===== config.mk =====
export PLATFORM = sky130hd
export DESIGN_NAME = muldiv_unit
export DESIGN_NICKNAME = d
export VERILOG_FILES = /design/src/rtl/muldiv_unit.sv
export SDC_FILE = /design/constraint.sdc
export NUM_CORES = 1
export LEC_CHECK = 0
export CAP_MARGIN = 10
export CORE_MARGIN = 2
export CORE_UTILIZATION = 40
export CTS_CLUSTER_DIAMETER = 100
export CTS_CLUSTER_SIZE = 16
export DETAILED_ROUTE_END_ITERATION = 16
export GPL_ROUTABILITY_DRIVEN = 0
export GPL_TIMING_DRIVEN = 0
export HOLD_SLACK_MARGIN = 0.15
export PLACE_DENSITY = 0.57
export SETUP_SLACK_MARGIN = 0.05
export SLEW_MARGIN = 15
export SYNTH_ARGS = -nofsm -noshare
export SYNTH_HDL_FRONTEND = slang
export SYNTH_SLANG_ARGS = --single-unit

===== constraint.sdc =====
create_clock -name clk -period 4.4 [get_ports clk]
set_clock_uncertainty 0.1 [all_clocks]
set_input_delay 0.88 -clock clk [delete_from_list [all_inputs] [get_ports clk]]
set_output_delay 0.88 -clock clk [all_outputs]
set_load 0.01 [all_outputs]

===== src/rtl/muldiv_unit.sv =====
// rtl/muldiv_unit.sv - iterative 32-cycle multiply/divide unit with HI/LO registers
// Shift-add multiply and restoring divide share one 2*WIDTH accumulator; sign fix-up happens in FIX.
module muldiv_unit #(
  parameter int WIDTH = 32
) (
  input  logic             clk,
  input  logic             rst_n,
  input  logic             start,
  input  logic [1:0]       op,
  input  logic [WIDTH-1:0] rs_data,
  input  logic [WIDTH-1:0] rt_data,
  input  logic             hi_we,
  input  logic             lo_we,
  output logic             busy,
  output logic             done,
  output logic [WIDTH-1:0] hi,
  output logic [WIDTH-1:0] lo
);

  localparam int CW = $clog2(WIDTH);

  typedef enum logic [1:0] {IDLE, RUN, FIX} state_t;

  state_t             state, state_next;
  logic [CW-1:0]      cnt;
  logic               is_div, div_zero, neg_res, neg_rem;
  logic [WIDTH-1:0]   a_raw, b_mag;
  logic [2*WIDTH-1:0] acc, acc_step, prod_fix;
  logic [WIDTH:0]     add_sum, sub_trial;
  logic [WIDTH-1:0]   a_mag_in, b_mag_in, quo_fix, rem_fix;
  logic               sgn_op;

  assign sgn_op   = ~op[0];
  assign a_mag_in = (sgn_op && rs_data[WIDTH-1]) ? -rs_data : rs_data;
  assign b_mag_in = (sgn_op && rt_data[WIDTH-1]) ? -rt_data : rt_data;

  always_ff @(posedge clk) begin
    if (!rst_n) state <= IDLE;
    else        state <= state_next;
  end

  always_comb begin
    state_next = state;
    case (state)
      IDLE:    if (start) state_next = RUN;
      RUN:     if (cnt == CW'(WIDTH-1)) state_next = FIX;
      FIX:     state_next = IDLE;
      default: state_next = IDLE;
    endcase
  end

  always_comb begin
    busy = (state == RUN) || (state == FIX);
    done = (state == FIX);
  end

  // Multiply: add B into the high half when the low bit is set, then shift right.
  // Divide: shift remainder:dividend left and keep the trial subtraction if it does not borrow.
  always_comb begin
    add_sum   = {1'b0, acc[2*WIDTH-1:WIDTH]} + {1'b0, b_mag};
    sub_trial = acc[2*WIDTH-1:WIDTH-1] - {1'b0, b_mag};
    acc_step  = acc;
    if (is_div) begin
      if (!sub_trial[WIDTH]) acc_step = {sub_trial[WIDTH-1:0], acc[WIDTH-2:0], 1'b1};
      else                   acc_step = {acc[2*WIDTH-2:0], 1'b0};
    end else if (acc[0]) begin
      acc_step = {add_sum, acc[WIDTH-1:1]};
    end else begin
      acc_step = {1'b0, acc[2*WIDTH-1:1]};
    end
  end

  always_comb begin
    prod_fix = neg_res ? -acc : acc;
    quo_fix  = neg_res ? -acc[WIDTH-1:0] : acc[WIDTH-1:0];
    rem_fix  = neg_rem ? -acc[2*WIDTH-1:WIDTH] : acc[2*WIDTH-1:WIDTH];
  end

  always_ff @(posedge clk) begin
    if (!rst_n) begin
      cnt      <= '0;
      acc      <= '0;
      is_div   <= 1'b0;
      div_zero <= 1'b0;
      neg_res  <= 1'b0;
      neg_rem  <= 1'b0;
      a_raw    <= '0;
      b_mag    <= '0;
      hi       <= '0;
      lo       <= '0;
    end else begin
      case (state)
        IDLE: begin
          if (start) begin
            cnt      <= '0;
            acc      <= {{WIDTH{1'b0}}, a_mag_in};
            is_div   <= op[1];
            div_zero <= (rt_data == '0);
            neg_res  <= sgn_op && (rs_data[WIDTH-1] ^ rt_data[WIDTH-1]);
            neg_rem  <= sgn_op && rs_data[WIDTH-1];
            a_raw    <= rs_data;
            b_mag    <= b_mag_in;
          end else begin
            if (hi_we) hi <= rs_data;
            if (lo_we) lo <= rs_data;
          end
        end
        RUN: begin
          acc <= acc_step;
          cnt <= cnt + 1'b1;
        end
        FIX: begin
          if (is_div && div_zero) begin
            hi <= a_raw;
            lo <= '1;
          end else if (is_div) begin
            hi <= rem_fix;
            lo <= quo_fix;
          end else begin
            hi <= prod_fix[2*WIDTH-1:WIDTH];
            lo <= prod_fix[WIDTH-1:0];
          end
        end
        default: ;
      endcase
    end
  end

endmodule


==> impl_metrics.py, run 1 <==
metrics = {
    "synth": {
        "synthDistinctLibCells": 73,
        "synth_nets": 2299,
        "syn-instance-count": 2153,
        "synth_fa_ha_area_frac": 0.0610,
        "synthesis.area_um2": 15600,
        "synth_top_family_by_area": "compound AO/OA/AOI/OAI gates",
        "synth-xor-area-share": 0.0936,
        "synth_compound_area_frac": 0.293,
        "ys.flop_type": "dfxtp_1",
        "synthMuxAreaShare": 0.0299,
        "yosys_register_bits": 203,
        "syn_area_per_cell_um2": 7.26,
        "synth-simple-area-share": 0.208,
        "synthesis.yosys.warnings": 0,
        "seq_area_frac_synth": 0.260,
        "async_flop_share": 0,
        "synth_edf_count": 0,
    },
    "global_route": {
        "overflow": 0,
        "grt_pass1_vias": 16100,
        "grt_pass1_wl_um": 99300,
        "grtUsageTotal": 0.315,
        "antenna_found_initial": 2,
        "grt_max_degree": 17,
    },
    "placement": {
        "post-place-ws_ns": -0.400,
        "dp_hpwl_um": 51700,
        "io_buffer_count": 129,
    },
    "clocking": {
        "htree_num_levels": 1,
        "cts_inserted_buffers": 16,
        "cts_tree": "built",
        "cts.sinks": 203,
        "cts_buffer_depth": 3,
        "cts-hold-fix-buffers": 0,
        "path_clk_slew_ns": 0.09,
        "clock_latency_ns": 0.52,
        "clockRootBuffer": "clkbuf_16",
    },
    "drt": {
        "drcViolationCount": 0,
        "route.detailed.wl_per_inst_um": 23.5,
        "finalWirelength_um": 66200,
        "dr.pass1.iters": 7,
        "drt_iter0_markers": 1631,
        "antenna_left": 0,
        "drt-vias-per-instance": 6.09,
        "vias": 17200,
    },
    "timing": {
        "setup_violations": 0,
        "period_needed_ns": 4.20,
        "worstMarginPinSlew_ns": 1.08,
        "rsz0062_at_grt": "yes",
        "max_freq_ghz": 0.238,
        "worst_slack_ns": 0.196,
        "drv_slew": 0,
        "slew_headroom": 0.278,
        "hold_viol_final": 0,
        "timing.hold.ws_ns": 0.353,
        "finalCritPeriodShare": 0.955,
    },
    "floorplan": {
        "start_util": 0.404,
        "io_pins": 137,
        "core_um2": 38600,
        "die_h_um": 202,
        "die-area_um2": 40700,
        "chipWidth_um": 202,
        "core.rowCount": 72,
    },
    "run": {
        "maxCapViolations": 0,
    },
    "final_layout": {
        "nets": 2447,
        "utilization": 0.468,
        "antenna_cells": 0,
        "layout_common_cells": "nand2_1, a21oi_1, dfxtp_1",
        "mostFrequentLayoutCell": "nand2_1",
        "area_growth_pct": 15.6,
        "drive_gt1_frac": 0.0282,
    },
    "pwr": {
        "swShare": 0.377,
        "p_leak_nw": 6.87,
        "clkPwrFrac": 0.269,
        "power.density_nw_per_um2": 295,
        "switching_power_mw": 2.01,
        "p_int_mw": 3.32,
        "ir_worst_vdd_uv": 171,
        "p_seq_frac": 0.394,
        "comb_power_share": 0.338,
    },
    "setup_path": {
        "crit_chain": "inv_4, clkbuf_8, ha_1, or4b_1, or3_4, or3_4, or4_4, buf_6, o21a_1, o21ai_2, o21ai_1, xor2_1, a21oi_1, a2111oi_2",
        "critPathLaunchType": "flip-flop",
        "r2r_setup_slack_ns": 0.20,
        "worstSetupPathType": "reg -> reg",
        "rr_startpoint": "acc[0]",
        "crit_path_frequent_cell": "or3_4",
        "crit_path_end_kind": "flip-flop",
        "critPathTopFamily": "simple AND/OR/NAND/NOR gates",
        "critPathArrivalTime_ns": 4.50,
        "crit_slowest_cell": "or4b_1",
        "reg2reg_depth": 14,
        "crit_required_ns": 4.70,
        "slowest_delay_ns": 0.46,
        "rr_endpoint": "hi[26]",
        "path_buf_inv": 3,
        "critPathMaxFanout": 10,
    },
    "min_path": {
        "hold_depth": 2,
        "hold_path_end": "hi[12]",
        "hold_path_class": "reg -> reg",
        "hp-start": "hi[12]",
    },
    "outcome": {
        "outcome": "finished, final reports clean",
    },
}
how the worst max path moves through the flow:
stage	endpoint	startpoint	cells past startpoint
2_1_floorplan	hi[26]	acc[0]	15
3_3_place_gp	hi[26]	acc[0]	15
3_5_place_dp	hi[26]	acc[0]	15
4_1_cts	hi[26]	acc[0]	15
5_1_grt	acc[61]	acc[32]	12
6_report	hi[26]	acc[0]	14
tightest hold or removal path: stages, from the launching register on:
cell and delay (ns):
dfxtp_1 0.31, nand2_1 0.05, a21oi_1 0.05
final cells by class:
| cell class | instances | area (µm²) |
|---|---|---|
| well taps | 518 | 648 |
| flip-flops and latches | 203 | 4060 |
| inverters | 61 | 231 |
| multi-input cells | 1728 | 10700 |
| clock inverters | 1 | 5.00 |
| repair buffers | 132 | 1310 |
| plain buffers | 159 | 634 |
| clock buffers | 19 | 433 |
| fillers | 3980 | 20600 |
logic make-up after synthesis:
family / Yosys count
adder cells (fa/ha/maj): 75
XOR/XNOR: 167
multiplexers: 46
flip-flops: 203
buffers and inverters: 222
AO/OA/AOI/OAI: 723
AND/OR/NAND/NOR: 717
Yosys cell counts, types with 28 or more instances:
| library cell | n | area (µm²) |
|---|---|---|
| a211oi_1 | 45 | 338 |
| a21o_1 | 39 | 293 |
| a21oi_1 | 252 | 1260 |
| clkbuf_1 | 144 | 541 |
| dfxtp_1 | 203 | 4060 |
| ha_1 | 73 | 913 |
| inv_1 | 60 | 225 |
| mux2i_1 | 40 | 400 |
| nand2_1 | 336 | 1260 |
| nand3_1 | 35 | 175 |
| nor2_1 | 158 | 593 |
| nor3_1 | 38 | 190 |
| o211ai_1 | 65 | 488 |
| o21ai_0 | 128 | 641 |
| o221ai_1 | 28 | 245 |
| xnor2_1 | 99 | 867 |
| xor2_1 | 68 | 596 |
per-stage QoR:
step	total power, mW	setup TNS [ns]	std cells	instance area (µm²)
2_1_floorplan	3.22	0	2153	15600
3_3_place_gp	3.85	-8.77	2800	17600
3_5_place_dp	3.87	-6.85	2800	17600
4_1_cts	5.28	0	2819	18000
5_1_grt	5.56	0	2821	18100
6_report	5.33	0	2821	18100
power by group through the flow:
stage	Sequential, mW	Clock, mW	Combinational [mW]
CTS	2.09	1.44	1.75
floorplan	2.10	0	1.12
global placement	2.13	0	1.72
finish	2.10	1.43	1.80
detailed placement	2.13	0	1.74
global route	2.11	1.51	1.94
registers in the layout, indices dropped and copies added (netlist names), 2 cells and up:
name,count
acc,64
a_raw,32
b_mag,32
hi,32
lo,32
cnt,5
state,2
metal layers:
metal / routed length, µm / up-vias / track usage
li1: - / 8077 / -
met1: 27200 / 8015 / 0.396
met2: 29400 / 867 / 0.520
met3: 5460 / 222 / 0.0518
met4: 4110 / 0 / 0.164
met5: 0 / - / 0
repair_timing:
| item | CTS | global route |
|---|---|---|
| setup buffers | 0 | 3 |
| gates resized for setup | 10 | 7 |
| setup endpoints to repair | 45 | 32 |
(Power assumes the default switching activity.)
==> run 2, diff against run 1 <==
--- a/config.mk
+++ b/config.mk
@@ -6,15 +6,15 @@
 export NUM_CORES = 1
 export LEC_CHECK = 0
 export CAP_MARGIN = 10
-export CORE_MARGIN = 2
 export CORE_UTILIZATION = 40
 export CTS_CLUSTER_DIAMETER = 100
 export CTS_CLUSTER_SIZE = 16
 export DETAILED_ROUTE_END_ITERATION = 16
+export DONT_BUFFER_PORTS = 1
 export GPL_ROUTABILITY_DRIVEN = 0
 export GPL_TIMING_DRIVEN = 0
 export HOLD_SLACK_MARGIN = 0.15
-export PLACE_DENSITY = 0.57
+export PLACE_DENSITY = 0.52
 export SETUP_SLACK_MARGIN = 0.05
 export SLEW_MARGIN = 15
 export SYNTH_ARGS = -nofsm -noshare
==> impl_metrics.py, run 2 (synthesis gave the netlist of run 1 again) <==
metrics = {
    "timing": {
        "hold_viol_final": 0,
        "rsz0062_at_grt": "no",
        "period_needed_ns": 4.21,
        "max_freq_ghz": 0.238,
        "worstMarginPinSlew_ns": 1.19,
        "finalCritPeriodShare": 0.956,
        "drv_slew": 0,
        "slew_headroom": 0.204,
        "setup_violations": 0,
        "timing.hold.ws_ns": 0.356,
    },
    "final_layout": {
        "layout_common_cells": "nand2_1, a21oi_1, dfxtp_1",
        "nets": 2322,
        "fillers": 4162,
        "largest_register_ffs": 64,
        "ff_latch_area_um2": 4060,
        "drive_gt1_frac": 0.0317,
        "multiInputGateArea_um2": 10700,
        "area_growth_pct": 7.53,
        "regMostFlops": "acc",
        "antenna_cells": 0,
        "mostFrequentLayoutCell": "nand2_1",
    },
    "drt": {
        "route.detailed.wl_per_inst_um": 24.5,
        "drt_iter0_markers": 1343,
        "dr.pass1.iters": 6,
        "drt-vias-per-instance": 6.11,
        "finalWirelength_um": 66100,
        "vias": 16500,
        "antenna_left": 0,
        "drcViolationCount": 0,
    },
    "setup_path": {
        "crit_path_frequent_cell": "or3_4",
        "crit_required_ns": 4.72,
        "r2r_setup_slack_ns": 0.19,
        "critPathLaunchType": "flip-flop",
        "rr_endpoint": "hi[26]",
        "rr_startpoint": "acc[0]",
        "slowest_delay_ns": 0.47,
        "crit_slowest_cell": "or4b_1",
        "worstSetupPathType": "reg -> reg",
        "crit_path_end_kind": "flip-flop",
        "critPathArrivalTime_ns": 4.52,
        "critPathMaxFanout": 10,
        "crit_chain": "inv_4, clkbuf_8, ha_1, or4b_1, or3_4, or3_4, or4_4, buf_6, o21a_1, o21ai_2, o21ai_1, xor2_1, a21oi_1, a2111oi_2",
        "reg2reg_depth": 14,
    },
    "clocking": {
        "cts.sinks": 203,
        "cts-hold-fix-buffers": 0,
        "path_clk_slew_ns": 0.09,
        "htree_num_levels": 1,
        "clock_latency_ns": 0.52,
        "cts_buffer_depth": 3,
        "clockRootBuffer": "clkbuf_16",
        "cts_tree": "built",
        "cts_inserted_buffers": 16,
    },
    "floorplan": {
        "start_util": 0.405,
        "die_h_um": 200,
        "io_pins": 137,
        "core.rowCount": 72,
        "chipWidth_um": 200,
        "die-area_um2": 39900,
        "core_um2": 38600,
    },
    "global_route": {
        "grtUsageTotal": 0.330,
        "overflow": 0,
        "antenna_found_initial": 0,
        "grt_max_degree": 17,
        "grt_pass1_vias": 15700,
        "grt_pass1_wl_um": 99000,
    },
    "outcome": {
        "outcome": "finished, final reports clean",
    },
    "pwr": {
        "ir_worst_vdd_uv": 227,
        "finalPower_mw": 5.17,
        "p_leak_nw": 6.41,
        "power.density_nw_per_um2": 307,
    },
    "placement": {
        "io_buffer_count": 0,
        "dp_hpwl_um": 51800,
    },
    "min_path": {
        "hold_depth": 2,
        "hold_path_class": "reg -> reg",
        "hp-start": "a_raw[23]",
        "hold_path_end": "a_raw[23]",
    },
    "run": {
        "maxCapViolations": 0,
    },
}
run 2: cell type report:
type                            count  share of cell area
Tap cell                          518              0.0386
Buffer                            160              0.0381
Clock buffer                       19              0.0258
Inverter                           61              0.0138
Multi-Input combinational cell   1728               0.639
Clock inverter                      1            0.000298
Timing Repair Buffer                6             0.00268
Sequential cell                   203               0.242
run 2: routing by layer:
metal / GRT usage / vias to the layer above / wire (µm)
met1: 0.406 / 7778 / 27100
met3: 0.0623 / 169 / 5300
met2: 0.541 / 697 / 29800
met4: 0.180 / 0 / 3920
met5: 0 / - / 0
li1: - / 7820 / -
run 2: how the worst max path moves through the flow:
stage | from | slack, ns | end | cells past startpoint
after floorplan | acc[0] | 0.51 | hi[26] | 15
after global placement | acc[0] | -0.40 | hi[26] | 15
after detailed placement | acc[0] | -0.52 | hi[26] | 15
after CTS | acc[0] | 0.06 | hi[26] | 15
after global routing | acc[0] | 0.09 | hi[26] | 14
final | acc[0] | 0.19 | hi[26] | 14
run 2: where the power goes:
part	total, mW	switching, mW	internal, mW
combinational	1.61	1.04	0.567
clock	1.44	0.749	0.695
sequential	2.12	0.155	1.96
run 2: metrics by stage:
stage	setup TNS (ns)	instance area, µm²	setup slack (ns)	std cells	utilization
CTS	0	16800	0.0588	2691	0.435
finish	0	16800	0.192	2696	0.436
detailed placement	-7.97	16300	-0.519	2671	0.422
global placement	-9.02	16300	-0.397	2671	0.422
floorplan	0	15600	0.508	2153	-
global route	0	16800	0.0852	2696	0.436
run 2: critical path: cells and delay by family, from the launching register on:
kind | cells | cell delay, ns
compound gates | 5 | 0.99
xor+xnor | 1 | 0.26
fa+ha+maj | 1 | 0.19
buf+inv | 3 | 0.50
flops | 1 | 0.41
simple gates | 4 | 1.65
run 2: repair_timing:
action | CTS | global route
buffers inserted | 0 | 6
pin swaps | 0 | 2
setup endpoints to repair | 45 | 10
endpoints found under the hold margin | 0 | 0
resized for setup | 15 | 1
==> run 3, diff against run 2 <==
--- a/config.mk
+++ b/config.mk
@@ -6,6 +6,7 @@
 export NUM_CORES = 1
 export LEC_CHECK = 0
 export CAP_MARGIN = 10
+export CORE_ASPECT_RATIO = 1.2
 export CORE_UTILIZATION = 40
 export CTS_CLUSTER_DIAMETER = 100
 export CTS_CLUSTER_SIZE = 16
==> impl_metrics.py, run 3 (synthesis gave the netlist of run 1 again) <==
metrics = {
    "placement": {
        "io_buffer_count": 0,
        "dpl_cell_area_um2": 16300,
        "dp_hpwl_um": 52300,
    },
    "global_route": {
        "grt_pass1_vias": 16200,
        "grt_pass1_wl_um": 99300,
        "antenna_found_initial": 2,
        "grt_max_degree": 17,
        "grtUsageTotal": 0.330,
        "overflow": 0,
    },
    "timing": {
        "slew_headroom": 0.176,
        "hold_viol_final": 0,
        "max_freq_ghz": 0.239,
        "finalCritPeriodShare": 0.950,
        "setup_violations": 0,
        "worstMarginPinSlew_ns": 1.24,
        "period_needed_ns": 4.18,
        "drv_slew": 0,
        "setup_tns_ns": 0,
        "rsz0062_at_grt": "no",
    },
    "min_path": {
        "hold_path_end": "a_raw[4]",
        "hold_path_class": "reg -> reg",
        "hold_depth": 2,
        "hp-start": "a_raw[4]",
    },
    "setup_path": {
        "rr_startpoint": "acc[0]",
        "crit_required_ns": 4.72,
        "critPathMaxFanout": 10,
        "critPathArrivalTime_ns": 4.50,
        "critPathLaunchType": "flip-flop",
        "slowest_delay_ns": 0.46,
        "crit_chain": "inv_4, clkbuf_8, ha_1, or4b_1, or3_4, or3_4, or4_4, buf_6, o21a_1, o21ai_2, o21ai_1, xor2_1, a21oi_1, a2111oi_2",
        "rr_endpoint": "hi[26]",
        "crit_path_end_kind": "flip-flop",
        "crit_path_frequent_cell": "or3_4",
        "r2r_setup_slack_ns": 0.22,
        "reg2reg_depth": 14,
        "worstSetupPathType": "reg -> reg",
        "crit_slowest_cell": "or4b_1",
    },
    "final_layout": {
        "layout_common_cells": "nand2_1, a21oi_1, dfxtp_1",
        "drive_gt1_frac": 0.0321,
        "largest_register_ffs": 64,
        "regMostFlops": "acc",
        "fin_area_um2": 16800,
        "ff_latch_area_um2": 4060,
        "multiInputGateArea_um2": 10700,
        "mostFrequentLayoutCell": "nand2_1",
        "fillers": 4089,
        "nets": 2322,
        "area_growth_pct": 7.68,
    },
    "clocking": {
        "clock_latency_ns": 0.53,
        "htree_num_levels": 1,
        "clockRootBuffer": "clkbuf_16",
        "path_clk_slew_ns": 0.08,
        "cts_inserted_buffers": 17,
        "cts_tree": "built",
        "cts.sinks": 203,
        "cts_buffer_depth": 3,
    },
    "pwr": {
        "p_leak_nw": 6.41,
        "power.density_nw_per_um2": 310,
        "ir_worst_vdd_uv": 226,
    },
    "floorplan": {
        "start_util": 0.410,
        "die_h_um": 219,
        "die-area_um2": 39900,
        "io_pins": 137,
        "core.rowCount": 78,
        "core_um2": 38200,
        "chipWidth_um": 182,
    },
    "drt": {
        "drcViolationCount": 0,
        "route.detailed.wl_per_inst_um": 24.7,
        "antenna_left": 0,
        "drt_iter0_markers": 1350,
        "vias": 16600,
        "dr.pass1.iters": 6,
        "finalWirelength_um": 66700,
        "drt-vias-per-instance": 6.14,
    },
    "outcome": {
        "outcome": "finished, final reports clean",
    },
    "run": {
        "maxCapViolations": 0,
    },
}
## run 3: cell types whose count changed in the layout (fill, tap and decap cells not counted), sizes merged
cell and change:
inv +2, clkbuf -1, clkinv -1, diode +1
## run 3: worst max path at each step
| stage | slack [ns] | start | cells past startpoint | end |
|---|---|---|---|---|
| finish | 0.22 | acc[0] | 14 | hi[26] |
| floorplan | 0.51 | acc[0] | 15 | hi[26] |
| detailed placement | -0.44 | acc[0] | 15 | hi[26] |
| global placement | -0.44 | acc[0] | 15 | hi[26] |
| CTS | 0.06 | acc[0] | 15 | hi[26] |
| global route | 0.06 | acc[31] | 15 | acc[41] |
## run 3: power breakdown
group,switching (mW),total [mW],internal [mW]
clock network,0.785,1.49,0.709
registers,0.155,2.12,1.96
logic,1.04,1.61,0.567
## run 3: area by class of cell
type,count,area share
diodes,1,0.000149
plain buffers,159,0.0378
clock buffers,19,0.0257
clock inverters,2,0.00134
inverters,61,0.0138
multi-input cells,1728,0.638
flip-flops and latches,203,0.242
well taps,520,0.0387
repair buffers,6,0.00268
## run 3: per-stage QoR
stage               total power [mW]  utilization  instances  setup WS, ns  hold WS (ns)
global placement                3.70        0.427       2673        -0.442         0.340
finish                          5.22        0.441       2699         0.218         0.352
CTS                             5.19        0.439       2693        0.0579         0.355
global route                    5.45        0.441       2699        0.0637         0.374
detailed placement              3.71        0.427       2673        -0.442         0.345
floorplan                       3.22            -       2153         0.508         0.333
## run 3: timing repair
item / CTS / global route
gates cloned: 0 / 0
endpoints found under the hold margin: 0 / 0
buffers inserted: 0 / 6
resized for setup: 9 / 10
hold buffers: 0 / 0
pin swaps: 0 / 0
endpoints found under the setup margin: 46 / 32
## run 3: critical path: cells and delay by family, from the launching register on
kind	cells	cell delay, ns
AO/OA/AOI/OAI	5	0.95
XOR/XNOR	1	0.25
AND/OR/NAND/NOR	4	1.66
flip-flops	1	0.41
buffers and inverters	3	0.50
adder cells (fa/ha/maj)	1	0.19
## run 3: routing by layer
| layer | wire length, µm | share of wire | global-route usage | vias to the layer above |
|---|---|---|---|---|
| met5 | 10 | 0.00015 | 0 | - |
| met4 | 4360 | 0.065 | 0.207 | 2 |
| met3 | 5190 | 0.078 | 0.0672 | 215 |
| met2 | 31600 | 0.47 | 0.569 | 737 |
| met1 | 25500 | 0.38 | 0.373 | 7817 |
| li1 | - | - | - | 7814 |
